`config.mk`:
```
export PLATFORM = sky130hd
export DESIGN_NAME = if_fetch_unit
export DESIGN_NICKNAME = d
export VERILOG_FILES = /design/src/rtl/if_fetch_unit.sv
export SDC_FILE = /design/constraint.sdc
export NUM_CORES = 1
export LEC_CHECK = 0
export ABC_AREA = 1
export CAP_MARGIN = 40
export CORE_ASPECT_RATIO = 1.4
export CORE_MARGIN = 4
export CORE_UTILIZATION = 45
export DETAILED_ROUTE_END_ITERATION = 10
export MAX_ROUTING_LAYER = met4
export PLACE_DENSITY = 0.83
export SYNTH_ARGS = -nofsm -noshare
export SYNTH_HDL_FRONTEND = slang
export SYNTH_SLANG_ARGS = --single-unit
export TNS_END_PERCENT = 10
```
`constraint.sdc`:
```
create_clock -name clk -period 1.6 [get_ports clk]
set_input_delay 0.32 -clock clk [delete_from_list [all_inputs] [get_ports clk]]
set_output_delay 0.32 -clock clk [all_outputs]
set_load 0.1 [all_outputs]
```
`src/rtl/if_fetch_unit.sv`:
```
// Instruction fetch unit: drives a request/ack instruction memory port and
// presents one fetched instruction at a time to the IF/ID register, with
// branch redirect, downstream stall and discard of in-flight responses.
module if_fetch_unit #(
   parameter int unsigned PC_W  = 9,
   parameter int unsigned INS_W = 32
) (
   input  logic             clk,
   input  logic             reset,
   input  logic             hazard_detected,
   input  logic             pc_src,
   input  logic [PC_W-1:0]  branch_target,
   output logic             imem_req,
   output logic [PC_W-1:0]  imem_addr,
   input  logic             imem_ack,
   input  logic [INS_W-1:0] imem_rdata,
   output logic [PC_W-1:0]  PC,
   output logic [PC_W-1:0]  PCPlus4,
   output logic [INS_W-1:0] inst_code,
   output logic             inst_valid
);

   localparam logic [INS_W-1:0] NOP  = INS_W'(32'h00000013);
   localparam logic [PC_W-1:0]  FOUR = PC_W'(4);

   typedef enum logic [1:0] {StIdle, StReq, StHold, StDrop} state_e;

   state_e          state_q;
   logic [PC_W-1:0] pc_q;

   // Fetch FSM; every output is registered and updated alongside the state.
   always_ff @(posedge clk) begin
      if (reset) begin
         state_q    <= StIdle;
         pc_q       <= '0;
         imem_req   <= 1'b0;
         imem_addr  <= '0;
         PC         <= '0;
         PCPlus4    <= FOUR;
         inst_code  <= NOP;
         inst_valid <= 1'b0;
      end else begin
         case (state_q)
            StIdle: begin
               // Any ack seen here is stale (abandoned by reset) and ignored.
               state_q  <= StReq;
               imem_req <= 1'b1;
               if (pc_src) begin
                  pc_q       <= branch_target;
                  imem_addr  <= branch_target;
                  inst_valid <= 1'b0;
                  inst_code  <= NOP;
               end else begin
                  imem_addr <= pc_q;
               end
            end
            StReq: begin
               if (pc_src) begin
                  pc_q       <= branch_target;
                  inst_valid <= 1'b0;
                  inst_code  <= NOP;
                  if (imem_ack) begin
                     // Response discarded; request the target straight away.
                     state_q   <= StReq;
                     imem_addr <= branch_target;
                  end else begin
                     // Old request must still complete before re-issuing.
                     state_q <= StDrop;
                  end
               end else if (imem_ack) begin
                  inst_code  <= imem_rdata;
                  PC         <= pc_q;
                  PCPlus4    <= pc_q + FOUR;
                  inst_valid <= 1'b1;
                  pc_q       <= pc_q + FOUR;
                  imem_req   <= 1'b0;
                  state_q    <= StHold;
               end
            end
            StHold: begin
               if (pc_src) begin
                  pc_q       <= branch_target;
                  inst_valid <= 1'b0;
                  inst_code  <= NOP;
                  imem_req   <= 1'b1;
                  imem_addr  <= branch_target;
                  state_q    <= StReq;
               end else if (!hazard_detected) begin
                  // Instruction consumed by IF/ID; fetch the next one.
                  inst_valid <= 1'b0;
                  inst_code  <= NOP;
                  imem_req   <= 1'b1;
                  imem_addr  <= pc_q;
                  state_q    <= StReq;
               end
            end
            StDrop: begin
               if (pc_src) begin
                  pc_q <= branch_target;
               end
               if (imem_ack) begin
                  state_q   <= StReq;
                  imem_addr <= pc_src ? branch_target : pc_q;
               end
            end
            default: begin
               state_q <= StIdle;
            end
         endcase
      end
   end

endmodule
```
==> results.py <==
metrics = {
    "logic_synthesis": {
        "yosysSeqAreaShare_pct": 46.88,
        "synth_cell_types": 38,
        "yosys.area.top_type": "dfxtp_1",
        "synthTopCellsByArea": "dfxtp_1 (47%), nand2_1 (10%), a21oi_1 (7.9%)",
        "yosys_warnings": 0,
        "synthCells": 401,
        "synth.ff_latch_count": 70,
        "synth.avg_cell_area_sq_um": 7.454,
        "netlist_area_sq_um": 2989,
        "syn-num-nets": 448,
        "synth_top_area_share_pct": 46.88,
    },
    "global_route": {
        "grt_first_pass_wirelength_microns": 15840,
        "gr-usage-all-layers_pct": 25.19,
        "grt_pass1_vias": 3351,
        "antenna_found_initial": 0,
        "grt_overflow": 0,
        "grt_max_degree": 32,
    },
    "power": {
        "p_leak_nw": 2.103,
        "power_density_nw_per_um2": 992.2,
        "power_mw": 4.981,
        "vdd_drop_max_mv": 0.8553,
    },
    "layout": {
        "final_common_cell": "nand2_1",
        "num_antenna_cells": 0,
        "n_fill_cell": 393,
        "multiInputGateArea_sq_um": 1316,
        "mostFrequentLayoutCells": "nand2_1 (82), dfxtp_1 (68), buf_12 (64)",
        "design_area_sq_um": 5020,
        "syn2layout_area_growth_pct": 67.94,
        "nets": 567,
        "register_area_sq_um": 1404,
        "drive_gt1_share_pct": 22.29,
        "instances_no_fill": 597,
    },
    "die": {
        "io_pins": 107,
        "dieArea_sq_um": 8029,
        "die_w_microns": 76.88,
        "initial_core_util_pct": 47.16,
        "coreArea_sq_um": 6339,
        "rows": 34,
        "fp.dieH_microns": 104.4,
    },
    "worst_setup_path": {
        "rrSetupSlack_ns": 0.05,
        "crit_fanout": 9,
        "crit_arrival_ns": 1.79,
        "worstSetupPathType": "reg2reg",
        "required_ns": 1.84,
        "end_kind": "register",
        "critPathLaunchType": "register",
    },
    "placement": {
        "portBuffers": 106,
        "gp_congestion": 0.8972,
        "placed_cell_area_sq_um": 4802,
        "dp.cells": 579,
        "dpl.hpwl_microns": 7019,
    },
    "clock_tree": {
        "cts_root_buffer": "clkbuf_8",
        "cts_buffers": 9,
        "h-tree-depth": 3,
        "clock_sinks": 70,
        "clock_latency_ns": 0.35,
        "cts_hold_buf": 0,
        "clk_pin_slew_worst_paths_ns": 0.07,
        "cts_tree": "yes",
        "clockBufferDepth": 2,
    },
    "routing": {
        "drc": 0,
        "drt-pass1-iter-count": 7,
        "drt-initial-drc-count": 220,
        "drt-vias-per-instance": 5.370,
        "wl_per_cell_microns": 15.70,
        "drt_wl_total_microns": 9375,
        "drt.antenna.violating_nets": 0,
        "vias": 3206,
    },
    "sta": {
        "setup_viol": 0,
        "fin_crit_sh_pct": 96.81,
        "fin_skew_ns": 0.005899,
        "slew_viol_final": 0,
        "worst_pin_slew_ns": 0.3381,
        "slew_headroom_pct": 77.44,
        "fmax_mhz": 645.6,
        "hold_slack_ns": 0.5064,
        "final_hold_viol_count": 0,
        "min_period_ns": 1.549,
        "grt_setup_unrepaired": "no",
    },
    "job": {
        "maxCapViolCount": 0,
    },
    "outcome": {
        "status": "finished, final reports clean",
    },
    "worst_hold_path": {
        "hp-class": "reg2reg",
    },
}
==> cell usage after synthesis, drive strengths merged <==
| master | n |
|---|---|
| clkbuf | 9 |
| o21bai | 1 |
| nor3 | 1 |
| clkinv | 1 |
| a21oi | 47 |
| xor2 | 1 |
| a211oi | 1 |
| o22ai | 3 |
| ha | 1 |
| o211a | 1 |
| nand2 | 85 |
| o21a | 1 |
| dfxtp | 70 |
| a21o | 1 |
| o211ai | 1 |
| nor2 | 63 |
| buf | 15 |
| or2 | 3 |
| nand4 | 2 |
| nand3 | 14 |
| a22oi | 1 |
| and2 | 1 |
| inv | 26 |
| o21ai | 51 |
| xnor2 | 1 |
==> flip-flops by register name, summed over array words and instances, names as in the netlist <==
register    count
inst_code      32
PC              9
imem_addr       9
pc_q            9
PCPlus4         7
state_q         2
imem_req        1
inst_valid      1
==> stage by stage <==
stage | setup WS [ns] | util [%] | TNS, ns
3_3_place_gp | -0.1641 | 75.76 | -6.525
6_report | 0.05098 | 79.19 | 0
4_1_cts | 0.04693 | 78.94 | 0
5_1_grt | 0.01017 | 79.19 | 0
3_5_place_dp | -0.2152 | 75.76 | -10.28
2_1_floorplan | -0.09379 | - | -0.09379
==> report_power, final <==
part           internal, mW  switching, mW
sequential             1.85          0.122
clock                 0.804          0.643
combinational         0.584          0.983
total                  3.23           1.75
==> worst paths after layout <==
check / from / endpoint / cells past startpoint
max: state_q[0] / pc_q[2] / 7
min: PCPlus4[5] / PCPlus4[5] / 2
max reg2reg: state_q[0] / pc_q[2] / 7
min reg2reg: PCPlus4[5] / PCPlus4[5] / 2
==> logic make-up (layout without fill, tap and decap cells) <==
group           count (synthesis)  after routing  share of synthesized area [%]
simple gates                  169            169                          23.99
compound gates                108            108                          19.05
flops                          70             70                          46.88
buf+inv                        51            175                          9.084
xor+xnor                        2              2                         0.5861
fa+ha+maj                       1              1                         0.4185
==> what timing repair did <==
action / in CTS / in global routing
setup buffers: 0 / 2
gates resized for setup: 0 / 1
setup endpoints to repair: 0 / 10
==> routing by layer <==
metal / up-vias / global-route usage (%) / routed length [microns]
li1: 1536 / - / -
met1: 1479 / 25.52 / 3324
met2: 165 / 45.64 / 5246
met3: 26 / 4.853 / 595
met4: 0 / 12.31 / 209
met5: - / - / 0
==> layout make-up <==
type / count / area share, %
clock inverter: 3 / 0.8475
inverter: 27 / 2.069
timing repair buffer: 132 / 37.94
clock buffer: 13 / 3.165
multi-input combinational: 280 / 26.22
sequential: 70 / 27.97
tap: 72 / 1.795
==> critical path: stages (launching register included) <==
cell and delay (ns):
dfxtp_2 0.39, inv_2 0.06, nor2_4 0.20, buf_4 0.20, a21oi_1 0.06, or2_0 0.25
o21ai_0 0.22, inv_1 0.06
Power figures use the tool's default switching activity.
==> variant 1, RTL diff (same settings) <==
`PC_W`: 9 -> 7.
--- a/src/rtl/if_fetch_unit.sv
+++ b/src/rtl/if_fetch_unit.sv
@@ -3,5 +3,5 @@
 // branch redirect, downstream stall and discard of in-flight responses.
 module if_fetch_unit #(
-   parameter int unsigned PC_W  = 9,
+   parameter int unsigned PC_W  = 7,
    parameter int unsigned INS_W = 32
 ) (
Interface: changed (resized PC, PCPlus4, branch_target and imem_addr); port bits go from 107 to 99. No check against the original RTL was run, so the function may have changed too.
==> variant 1 against the original RTL <==
Routed wire length shrank 16%. Hold slack got worse by 0.00065 ns. Final area is 11% lower. Sequential share of layout area shrank 0.25 points. Register-to-register slack improved by 0.15 ns. Area after synthesis decreased by 12%. Cell count decreased by 12%. First-iteration DRC count is 32% lower. Power is 12% lower. Sequential cell count shrank 8. Setup slack improved by 0.063 ns. Largest cell class unchanged. Largest power group unchanged. Highest routed layer unchanged.
==> variant 1: results <==
set metrics [dict create \
    io_buffers 98 \
    synth_area_leaders "dfxtp_1 (47%), nand2_1 (9.2%), a21oi_1 (7.1%)" \
    intPower_uw 2920 \
    pwr-share-comb 0.293 \
    synth-compound-area-share 0.199 \
    arrival_ns 1.70 \
    final-nonclk-buf-share 0.390 \
    place_inst 509 \
    synthAdderAreaFrac 0.00478 \
    grt_use_met2 0.419 \
    status "completed" \
    multi_input_area_share 0.248 \
    register_area_sq_mm 0.00124 \
    fill_cells 347 \
    layout-drive-gt1-share 0.230 \
    num-nets-final 497 \
    cpMaxStageDelayCell "clkdlybuf4s50_1" \
    grt_max_degree 23 \
    max_slew_margin 0.803 \
    grt.met1_usage 0.234 \
    synth_cells 347 \
    first_pass_iters 5 \
    multi_input_gates 233 \
    synth_xor_area_frac 0.00334 \
    n_all_buffers 120 \
    grt_use_total 0.239 \
    power.leakage_uw 0.00187 \
    gp_congestion 0.858 \
    cts_sinks 62 \
    cp_slowest_stage_delay_ns 0.58 \
    grt_pass1_wl_microns 13000 \
    wl_met3_microns 504 \
    yosys.cell_types.count 30 \
    fin_skew_ns 0.00671 \
    m1WireLength_microns 2790 \
    clock_area_frac 0.0447 \
    ys_top_cells_by_count "nand2_1 (64), dfxtp_1 (62), nor2_1 (49)" \
    wl_per_cell_microns 15.1 \
    synth.net_count 392 \
    ir_drop_uv 725 \
]
[variant 1: cell count changes after synthesis, sizes merged, moves of 3 or more]
cell    unedited run  this run
nor2              63        52
nand2             85        68
or2                3         0
o211ai             1         4
dfxtp             70        62
buf               15        19
nand3             14        10
o21ai             51        44
a21oi             47        37
[variant 1: worst paths after layout]
kind,slack [ns],cells past startpoint,startpoint,to
worst max-delay path,0.11,7,pc_src,inst_code[12]
worst min-delay path,0.51,2,pc_q[1],PC[1]
worst max register to register,0.20,7,state_q[0],inst_code[12]
worst min register to register,0.51,2,pc_q[1],PC[1]
[variant 1: metrics by stage]
step	setup WS [ns]	area (sq um)
after floorplan	-0.0936	2620
after global placement	-0.146	4280
after detailed placement	-0.200	4280
after CTS	0.134	4480
after global routing	0.00193	4480
final	0.114	4480
[variant 1: worst reg2reg max path, delay by kind of cell (launching register included)]
family / cells / cell delay [ns]
buf+inv: 2 / 0.24
simple gates: 3 / 0.43
compound gates: 2 / 0.24
flops: 1 / 0.43
==> variant 2, RTL diff (same flow settings) <==
Made on the original files. Encoding of `state_e`: now one-hot (4 bits for 4 states).
--- a/src/rtl/if_fetch_unit.sv
+++ b/src/rtl/if_fetch_unit.sv
@@ -24,5 +24,5 @@
    localparam logic [PC_W-1:0]  FOUR = PC_W'(4);
 
-   typedef enum logic [1:0] {StIdle, StReq, StHold, StDrop} state_e;
+   typedef enum logic [3:0] {StIdle = 4'b0001, StReq = 4'b0010, StHold = 4'b0100, StDrop = 4'b1000} state_e;
 
    state_e          state_q;
Function: no difference found for any inputs over 4 cycles, from zero or initial values and one cycle with reset high; so few cycles prove little.
==> variant 2 against the original RTL <==
The run now ends with setup timing left. First-iteration DRC count is 21% lower. Clock power decreased by 9.7%. Sequential cell count increased by 2. Power rose by 14%. Setup slack got worse by 0.094 ns. Area after synthesis grew 9.8%. Final area up 11%. Routed wire length grew 19%. Largest power group is now combinational cells. Highest routed layer unchanged. Die area increased by 8.9%.
==> variant 2: results <==
set metrics [dict create \
    status "complete, but fails checks" \
    violations "setup timing" \
    io_buffers 106 \
    top_register "inst_code" \
    max-clock-path-buffers 2 \
    ys_seq_area_frac 0.439 \
    setup_viol 1 \
    grt_pass1_wl_microns 16400 \
    arrival_ns 1.90 \
    yosysWarnings 0 \
    cp_max_fo 16 \
    gp_congestion 0.868 \
    layout-drive-gt1-share 0.229 \
    wl_per_cell_microns 15.5 \
    max_slew_margin 0.768 \
    ir_drop_uv 694 \
    instances_no_fill 719 \
    place_inst 698 \
    hold_viol 0 \
    ys_top_cells_by_count "nand2_1 (160), dfxtp_1 (72), a21oi_1 (58)" \
    cpMaxStageDelayCell "clkdlybuf4s50_1" \
    cp_slowest_stage_delay_ns 0.44 \
    yosys.cell_types.count 23 \
    grt_use_total 0.248 \
    clock_latency_ns 0.35 \
    vias 3799 \
    avgSynthCellArea_sq_um 6.78 \
    dpl.hpwl_microns 7830 \
    p_sw_frac 0.391 \
    cts.root.buffer_cell "clkbuf_8" \
    cpLargestDelayFamily "buffers and inverters" \
    fin_skew_ns 0.00727 \
    grt_pass1_vias 3645 \
    finish.utilization 0.792 \
    hold_start "pc_q[0]" \
    holdPathStages 2 \
    synth_area_leaders "dfxtp_1 (44%), nand2_1 (18%), a21oi_1 (8.8%)" \
    min_path_type "reg2reg" \
    drt_iter0_drc 174 \
    reg2reg_from "state_q[3]" \
    num-nets-final 667 \
    r2r-end "inst_code[11]" \
    diodes 0 \
    synth.net_count 531 \
    synthFlopType "dfxtp_1" \
    power.leakage_uw 0.00241 \
    grt_max_degree 35 \
    first_pass_iters 5 \
    whs_endpoint "PC[0]" \
    synthArstFlopShare 0 \
    fin_ws_ns -0.0427 \
    path_clk_slew_ns 0.07 \
]
## variant 2: logic make-up after synthesis
logic type               Yosys count  synth area share
buffers and inverters             66            0.0884
AND/OR/NAND/NOR                  262             0.339
adder cells (fa/ha/maj)            1           0.00381
XOR/XNOR                           1           0.00267
flip-flops                        72             0.439
AO/OA/AOI/OAI                     82             0.127
## variant 2: how the worst max path moves through the flow
stage / startpoint / endpoint / slack [ns] / cells past startpoint
4_1_cts: state_q[0] / pc_q[8] / 0.04 / 9
3_3_place_gp: pc_src / inst_code[12] / -0.22 / 6
5_1_grt: state_q[3] / inst_code[11] / -0.14 / 7
3_5_place_dp: pc_src / inst_code[12] / -0.27 / 6
2_1_floorplan: PC[1] / PCPlus4[1] / -0.09 / 1
6_report: imem_ack / inst_code[11] / -0.04 / 10
## variant 2: cell type report
cell class | count | area [sq um]
well taps | 95 | 119
repair buffers | 151 | 2100
inverters | 40 | 153
fillers | 435 | 1460
clock buffers | 12 | 155
flip-flops and latches | 72 | 1450
clock inverters | 3 | 17.5
multi-input cells | 346 | 1570
## variant 2: timing repair
action | 4_1_cts | 5_1_grt
setup buffers | 0 | 4
setup endpoints to repair | 33 | 52
gates resized for setup | 2 | 15
pin swaps | 0 | 2
cloned | 0 | 2
hold buffers | 0 | 0
## variant 2: power groups by stage
stage / combinational, uW / sequential [uW] / clock (uW)
2_1_floorplan: 741 / 2680 / 0
6_report: 2250 / 2100 / 1310
3_3_place_gp: 2100 / 2130 / 0
3_5_place_dp: 2160 / 2130 / 0
5_1_grt: 2390 / 2110 / 1400
4_1_cts: 2170 / 2090 / 1320
## variant 2: per-stage QoR
step	area [sq um]	hold slack, ns	worst slack (ns)	setup TNS [ns]
2_1_floorplan	3280	0.398	-0.0892	-0.0892
3_3_place_gp	5280	0.457	-0.219	-12.00
3_5_place_dp	5280	0.466	-0.275	-15.04
4_1_cts	5460	0.475	0.0391	0
5_1_grt	5570	0.488	-0.140	-0.455
6_report	5570	0.474	-0.0427	-0.0427
## variant 2: routing by layer
| layer | routed length [microns] | global-route usage | vias up |
|---|---|---|---|
| met5 | 0 | - | - |
| met4 | 403 | 0.136 | 0 |
| met3 | 673 | 0.0537 | 34 |
| met2 | 5880 | 0.438 | 149 |
| met1 | 4210 | 0.250 | 1795 |
| li1 | - | - | 1821 |
## variant 2: worst min-delay path, delay by kind of cell (launching register included)
family,cells,cell delay (ns)
buffers and inverters,1,0.07
AOI/OAI and AO/OA,1,0.06
DFF,1,0.31
